==> src/rtl/dcache_pkg.sv <==
// Shared types and sizing helpers for the direct-mapped write-through data cache.
package dcache_pkg;

    localparam int ADDR_W = 12;
    localparam int DATA_W = 32;

    typedef enum logic [2:0] {
        IDLE,
        LOOKUP,
        MEM_RD,
        WAIT,
        MEM_WR,
        DONE
    } state_t;

    function automatic int idx_w(input int lines);
        return $clog2(lines);
    endfunction

    function automatic int tag_w(input int lines);
        return ADDR_W - $clog2(lines);
    endfunction

endpackage

==> src/rtl/dcache_if.sv <==
// Core request/response and backing-RAM bus seen by the data cache.
interface dcache_if;
    import dcache_pkg::*;

    logic [ADDR_W-1:0] address;
    logic [DATA_W-1:0] data;
    logic              r_en;
    logic              w_en;
    logic              stall;
    logic [DATA_W-1:0] saida_cache;
    logic [ADDR_W-1:0] mem_addr;
    logic [DATA_W-1:0] mem_wdata;
    logic              mem_re;
    logic              mem_we;
    logic [DATA_W-1:0] mem_rdata;

    modport master (
        output address, data, r_en, w_en, mem_rdata,
        input  stall, saida_cache, mem_addr, mem_wdata, mem_re, mem_we
    );

    modport slave (
        input  address, data, r_en, w_en, mem_rdata,
        output stall, saida_cache, mem_addr, mem_wdata, mem_re, mem_we
    );

endinterface

==> src/rtl/dcache_array.sv <==
// Single-port line storage {valid, tag, data}; read data appears the cycle after the address.
module dcache_array #(
    parameter int LINES = 16,
    parameter int IDX_W = 4,
    parameter int WIDTH = 41
) (
    input  logic             clk,
    input  logic [IDX_W-1:0] addr,
    input  logic             we,
    input  logic [WIDTH-1:0] wdata,
    output logic [WIDTH-1:0] rdata
);

    logic [WIDTH-1:0] mem [LINES];

    always_ff @(posedge clk) begin
        if (we) begin
            mem[addr] <= wdata;
        end
        rdata <= mem[addr];
    end

endmodule

==> src/rtl/dcache_ctrl.sv <==
// Direct-mapped, write-through, no-write-allocate data cache controller for the
// multicycle core's memory stage.
module dcache_ctrl
    import dcache_pkg::*;
#(
    parameter int LINES   = 16,
    parameter int MEM_LAT = 2
) (
    input  logic        clk,
    input  logic        rst,
    dcache_if.slave     bus,
    output logic [15:0] hit_count,
    output logic [15:0] miss_count
);

    localparam int IDX_W  = idx_w(LINES);
    localparam int TAG_W  = tag_w(LINES);
    localparam int LINE_W = 1 + TAG_W + DATA_W;
    localparam int CNT_W  = $clog2(MEM_LAT + 1);

    state_t            state;
    logic [ADDR_W-1:0] addr_q;
    logic [DATA_W-1:0] data_q;
    logic              is_store;
    logic              armed;
    logic [LINES-1:0]  valid;
    logic [CNT_W-1:0]  wait_cnt;

    logic [IDX_W-1:0]  arr_addr;
    logic              arr_we;
    logic [LINE_W-1:0] arr_wdata;
    logic [LINE_W-1:0] arr_rdata;
    logic              hit;

    wire [IDX_W-1:0] idx_q = addr_q[IDX_W-1:0];
    wire [TAG_W-1:0] tag_q = addr_q[ADDR_W-1:IDX_W];

    dcache_array #(
        .LINES (LINES),
        .IDX_W (IDX_W),
        .WIDTH (LINE_W)
    ) u_array (
        .clk   (clk),
        .addr  (arr_addr),
        .we    (arr_we),
        .wdata (arr_wdata),
        .rdata (arr_rdata)
    );

    assign hit = valid[idx_q] && arr_rdata[LINE_W-1]
              && (arr_rdata[DATA_W +: TAG_W] == tag_q);

    // In IDLE the array is addressed straight from the core so the line is ready in LOOKUP.
    always_comb begin
        arr_addr  = (state == IDLE) ? bus.address[IDX_W-1:0] : idx_q;
        arr_we    = 1'b0;
        arr_wdata = {1'b1, tag_q, data_q};
        if (state == LOOKUP && is_store && hit) begin
            arr_we = 1'b1;
        end else if (state == WAIT && wait_cnt == '0) begin
            arr_we    = 1'b1;
            arr_wdata = {1'b1, tag_q, bus.mem_rdata};
        end
    end

    always_ff @(posedge clk or posedge rst) begin
        if (rst) begin
            state           <= IDLE;
            addr_q          <= '0;
            data_q          <= '0;
            is_store        <= 1'b0;
            armed           <= 1'b1;
            valid           <= '0;
            wait_cnt        <= '0;
            hit_count       <= '0;
            miss_count      <= '0;
            bus.stall       <= 1'b0;
            bus.saida_cache <= '0;
            bus.mem_addr    <= '0;
            bus.mem_wdata   <= '0;
            bus.mem_re      <= 1'b0;
            bus.mem_we      <= 1'b0;
        end else begin
            bus.mem_re    <= 1'b0;
            bus.mem_we    <= 1'b0;
            bus.mem_addr  <= '0;
            bus.mem_wdata <= '0;

            // Re-arm only once the core has released its enable, so a held request is not replayed.
            if (!bus.r_en && !bus.w_en) begin
                armed <= 1'b1;
            end

            case (state)
                IDLE: begin
                    if (armed && (bus.r_en || bus.w_en)) begin
                        addr_q    <= bus.address;
                        data_q    <= bus.data;
                        is_store  <= bus.w_en;
                        armed     <= 1'b0;
                        bus.stall <= 1'b1;
                        state     <= LOOKUP;
                    end
                end
                LOOKUP: begin
                    if (is_store) begin
                        bus.mem_we    <= 1'b1;
                        bus.mem_addr  <= addr_q;
                        bus.mem_wdata <= data_q;
                        state         <= MEM_WR;
                    end else if (hit) begin
                        bus.saida_cache <= arr_rdata[DATA_W-1:0];
                        if (hit_count != 16'hFFFF) begin
                            hit_count <= hit_count + 16'd1;
                        end
                        bus.stall <= 1'b0;
                        state     <= DONE;
                    end else begin
                        if (miss_count != 16'hFFFF) begin
                            miss_count <= miss_count + 16'd1;
                        end
                        bus.mem_re   <= 1'b1;
                        bus.mem_addr <= addr_q;
                        state        <= MEM_RD;
                    end
                end
                MEM_RD: begin
                    wait_cnt <= CNT_W'(MEM_LAT - 1);
                    state    <= WAIT;
                end
                WAIT: begin
                    if (wait_cnt == '0) begin
                        bus.saida_cache <= bus.mem_rdata;
                        valid[idx_q]    <= 1'b1;
                        bus.stall       <= 1'b0;
                        state           <= DONE;
                    end else begin
                        wait_cnt <= wait_cnt - CNT_W'(1);
                    end
                end
                MEM_WR: begin
                    bus.stall <= 1'b0;
                    state     <= DONE;
                end
                DONE: begin
                    state <= IDLE;
                end
                default: begin
                    state <= IDLE;
                end
            endcase
        end
    end

endmodule

==> src/flat_wrapper.sv <==
// flat-port wrapper written by rule: the top's interface ports become plain ports
module dcache_ctrl_flat import dcache_pkg::*;
#(
    parameter int LINES   = 16,
    parameter int MEM_LAT = 2
)
  (clk, rst, hit_count, miss_count, bus_address, bus_data, bus_r_en, bus_w_en, bus_mem_rdata, bus_stall, bus_saida_cache, bus_mem_addr, bus_mem_wdata, bus_mem_re, bus_mem_we);
  dcache_if bus_i ();
  input  logic clk;
  input  logic rst;
  output logic [15:0] hit_count;
  output logic [15:0] miss_count;
  input wire logic [$bits(bus_i.address)-1:0] bus_address;
  input wire logic [$bits(bus_i.data)-1:0] bus_data;
  input wire logic [$bits(bus_i.r_en)-1:0] bus_r_en;
  input wire logic [$bits(bus_i.w_en)-1:0] bus_w_en;
  input wire logic [$bits(bus_i.mem_rdata)-1:0] bus_mem_rdata;
  output wire logic [$bits(bus_i.stall)-1:0] bus_stall;
  output wire logic [$bits(bus_i.saida_cache)-1:0] bus_saida_cache;
  output wire logic [$bits(bus_i.mem_addr)-1:0] bus_mem_addr;
  output wire logic [$bits(bus_i.mem_wdata)-1:0] bus_mem_wdata;
  output wire logic [$bits(bus_i.mem_re)-1:0] bus_mem_re;
  output wire logic [$bits(bus_i.mem_we)-1:0] bus_mem_we;
  assign bus_i.address = bus_address;
  assign bus_i.data = bus_data;
  assign bus_i.r_en = bus_r_en;
  assign bus_i.w_en = bus_w_en;
  assign bus_i.mem_rdata = bus_mem_rdata;
  assign bus_stall = bus_i.stall;
  assign bus_saida_cache = bus_i.saida_cache;
  assign bus_mem_addr = bus_i.mem_addr;
  assign bus_mem_wdata = bus_i.mem_wdata;
  assign bus_mem_re = bus_i.mem_re;
  assign bus_mem_we = bus_i.mem_we;
  dcache_ctrl #(.LINES(LINES), .MEM_LAT(MEM_LAT)) u_core (.clk(clk), .rst(rst), .bus(bus_i), .hit_count(hit_count), .miss_count(miss_count));
endmodule
==> config.mk <==
export PLATFORM = sky130hd
export DESIGN_NAME = dcache_ctrl_flat
export DESIGN_NICKNAME = d
export VERILOG_FILES = /design/src/rtl/dcache_pkg.sv /design/src/rtl/dcache_if.sv /design/src/rtl/dcache_array.sv /design/src/rtl/dcache_ctrl.sv /design/src/flat_wrapper.sv
export SDC_FILE = /design/constraint.sdc
export NUM_CORES = 1
export LEC_CHECK = 0
export ABC_AREA = 1
export CORE_MARGIN = 8
export CORE_UTILIZATION = 45
export CTS_BUF_LIST = sky130_fd_sc_hd__clkbuf_8
export CTS_CLUSTER_SIZE = 30
export DETAILED_ROUTE_END_ITERATION = 12
export GPL_TIMING_DRIVEN = 1
export PLACE_DENSITY = 0.62
export SYNTH_ARGS = -nofsm -noshare
export SYNTH_HDL_FRONTEND = slang
export SYNTH_HIERARCHICAL = 1
export SYNTH_SLANG_ARGS = --single-unit
==> constraint.sdc <==
create_clock -name clk -period 7.6 [get_ports clk]
set_clock_uncertainty 0.1 [all_clocks]
set_input_delay 1.14 -clock clk [delete_from_list [all_inputs] [get_ports clk]]
set_output_delay 1.14 -clock clk [all_outputs]
set_load 0.01 [all_outputs]
==> flow_summary.json <==
{
  "p_leak_nw": 18.84,
  "busiest_layer": "met2",
  "syn_area_um2": 36920,
  "worstSkewPairLatency_ps": 780,
  "clkSlewWorstSetupHoldPaths_ps": 60,
  "drc": 0,
  "die-area_um2": 91470,
  "drv_slew": 0,
  "post-route-cell-area_um2": 42820,
  "status": "finished, final reports clean",
  "synth_top_area_frac": 0.5335,
  "num_vias": 25591,
  "grt_pass1_wl_um": 147000,
  "syn_inst": 3773,
  "nFillCells": 7339,
  "grt_pass1_vias": 24750,
  "crit_top_cell": "nor2_4",
  "wl_per_cell_um": 18.49,
  "tns_ps": 0,
  "ios": 191,
  "maxCapViolCount": 0,
  "cts_resized": 0,
  "area_growth_pct": 15.97,
  "nNetsFinal": 4091,
  "place_congestion": 0.8071,
  "globalRouteMet2Util": 0.3356,
  "pwr_density_cell_nw_per_um2": 413.7,
  "max-vdd-ir-drop_mv": 0.5299,
  "cts_buffers": 147,
  "final_common_cell": "nand2_1",
  "post-route-period-util": 0.6084,
  "clock_path_buffers": 3,
  "r2r_cells": 10,
  "synth.distinct_cells": 40,
  "placement.io_buffers": 190,
  "synth_area_leaders": "edfxtp_1 53%, nand2_1 21%, dfrtp_1 12%, dfxtp_1 2.2%, inv_1 1.9%",
  "slew_headroom": 0.1742,
  "clock_sinks": 875,
  "ys_seq_elements": 875,
  "die_width_um": 302.4,
  "worstPathRequired_ps": 7930,
  "drive_above_1_share": 0.07655,
  "initial_core_util": 0.4518,
  "regArea_um2": 24980,
  "yosys.area.top_type": "edfxtp_1",
  "cts_tree": "yes",
  "met1_usage": 0.2875,
  "hold_viol_final": 0,
  "drt-initial-drc-count": 1941,
  "grtUsageTotal": 0.2093,
  "ys.flop_type": "edfxtp_1",
  "crit_type": "flip-flop to flip-flop",
  "worst-path-max-fanout": 35,
  "synthArstFlopShare": 0.2034,
  "endpoint_kind": "flip-flop",
  "crit_chain": "nor2_2, inv_1, nor2_4, inv_2, nor2_4, inv_2, o21ai_0, nand3_1, nor2_4, buf_4",
  "use_met3": 0.04179,
  "antenna_found_initial": 4,
  "h-tree-depth": 4,
  "overflow": 0,
  "avgSynthCellArea_um2": 9.786,
  "cp_data_arrival_time_ps": 4950,
  "grt_max_degree": 191,
  "slowest_delay_ps": 970,
  "coreArea_um2": 81720,
  "dpl_cell_area_um2": 39920,
  "fin_crit_ps": 4624,
  "first_pass_iters": 7,
  "drt-total-wl_um": 96110,
  "max_freq_mhz": 216.3,
  "setup_viol": 0,
  "cts_root_buf": "clkbuf_8",
  "worst_slew_pin_slew_ps": 1230,
  "rows": 105,
  "ant_nets": 0,
  "place_hpwl_um": 52770,
  "hold_buffers": 0,
  "yosysSeqAreaShare": 0.6764,
  "rsz0062_at_grt": "false",
  "ys_warn_count": 6,
  "multiInputGateArea_um2": 10470,
  "slowest_stage": "nor2_4",
  "die_y_um": 302.4,
  "hold_depth": 1,
  "synth_edf_count": 656,
  "worstSetupStartpointType": "flip-flop",
  "hold_path.class": "flip-flop to flip-flop",
  "final_cell_mix": "2088 x nand2_1, 656 x edfxtp_1, 233 x inv_1",
  "via_per_inst": 4.922,
  "post_cts_buffers": 0
}
-- synth_stat cells, types with 3 or more instances --
| cell | count |
|---|---|
| clkbuf_1 | 32 |
| nand4_1 | 54 |
| xor2_1 | 25 |
| o21ai_0 | 42 |
| nand2_1 | 2089 |
| buf_4 | 32 |
| edfxtp_1 | 656 |
| o21bai_1 | 16 |
| a21oi_1 | 43 |
| inv_2 | 7 |
| nor2_1 | 120 |
| ha_1 | 3 |
| mux2_2 | 5 |
| nor3_1 | 14 |
| inv_1 | 183 |
| buf_1 | 10 |
| buf_6 | 7 |
| buf_2 | 100 |
| nand3_1 | 87 |
| xnor2_1 | 5 |
| dfrtp_1 | 177 |
| dfxtp_1 | 41 |
| nor2_2 | 3 |
-- report_power, final --
part | leakage (nW) | switching (mW) | total (mW) | internal [mW]
Clock | 1.69 | 1.88 | 4.07 | 2.19
Combinational | 8.77 | 5.04 | 7.09 | 2.05
Sequential | 8.37 | 0.345 | 6.56 | 6.22
Total | 18.8 | 7.26 | 17.7 | 10.5
-- cell families (layout without fill, tap and decap cells) --
group / after synthesis / after routing / share of synthesized area
DFF: 875 / 875 / 0.6764
adders and majority gates: 3 / 3 / 0.001017
other: 1 / 17 / 0.0001016
xor gates and xnor gates: 30 / 30 / 0.007116
muxes: 5 / 5 / 0.001525
buffers and inverters: 373 / 713 / 0.04605
AOI/OAI and AO/OA: 106 / 106 / 0.01610
and+or+nand+nor: 2380 / 2380 / 0.2517
-- cell type report --
cell class | instances | share of cell area
Tap cell | 1070 | 0.03127
Sequential cell | 875 | 0.5833
Inverter | 192 | 0.01724
Antenna cell | 1 | 0.00005844
Clock inverter | 91 | 0.01052
Multi-Input combinational cell | 2540 | 0.2446
Clock buffer | 178 | 0.05721
Timing Repair Buffer | 252 | 0.05587
-- registers in the layout, indices dropped and copies added, names as in the netlist, 2 cells and up --
signal,flops
u_core/valid,16
u_core/bus.saida_cache,32
u_core/hit_count,16
u_core/bus.mem_addr,12
u_core/wait_cnt,2
u_core/u_array/rdata,41
u_core/data_q,32
u_core/addr_q,12
u_core/miss_count,16
u_core/u_array/mem,656
u_core/state,3
u_core/bus.mem_wdata,32
-- path summary, 6_finish.rpt --
path / end / slack, ps / from
max in group asynchronous: u_core/miss_count[4]$_DFFE_PP0P_ / 5100 / rst
hold / removal: u_core/valid[2]$_DFFE_PP0P_ / 370 / u_core/valid[2]$_DFFE_PP0P_
setup reg to reg: u_core/u_array/mem[6][6]$_DFFE_PP_ / 2980 / u_core/state[2]$_DFFE_PP0P_
setup / recovery: u_core/u_array/mem[6][6]$_DFFE_PP_ / 2980 / u_core/state[2]$_DFFE_PP0P_
min in group asynchronous: u_core/bus.saida_cache[26]$_DFFE_PP0P_ / 890 / rst
hold reg to reg: u_core/valid[2]$_DFFE_PP0P_ / 370 / u_core/valid[2]$_DFFE_PP0P_
-- metrics by stage --
stage               total power, mW  cells  hold WS (ps)  setup WS, ps    util
floorplan                     11.41   3788         343.1          1531       -
global placement              13.68   4929         360.5          2567  0.4885
detailed placement            13.72   4929         361.7          2525  0.4885
CTS                           17.83   5198         377.2          2922  0.5240
global route                  18.98   5199         387.7          2665  0.5240
finish                        17.72   5199         373.7          2976  0.5240
-- routing by layer --
layer | wire, µm | part of all wire | vias to the layer above
met1 | 43100 | 0.45 | 12055
met2 | 44150 | 0.46 | 837
met5 | 0 | 0 | -
met3 | 6860 | 0.071 | 132
met4 | 1985 | 0.021 | 0
li1 | - | - | 12567
-- critical path: cells and delay by family (launching register included) --
kind	cells	cell delay, ps
and+or+nand+nor	5	2110
buffers and inverters	4	1180
AOI/OAI and AO/OA	1	430
DFF	1	400
Power figures use the tool's default switching activity.
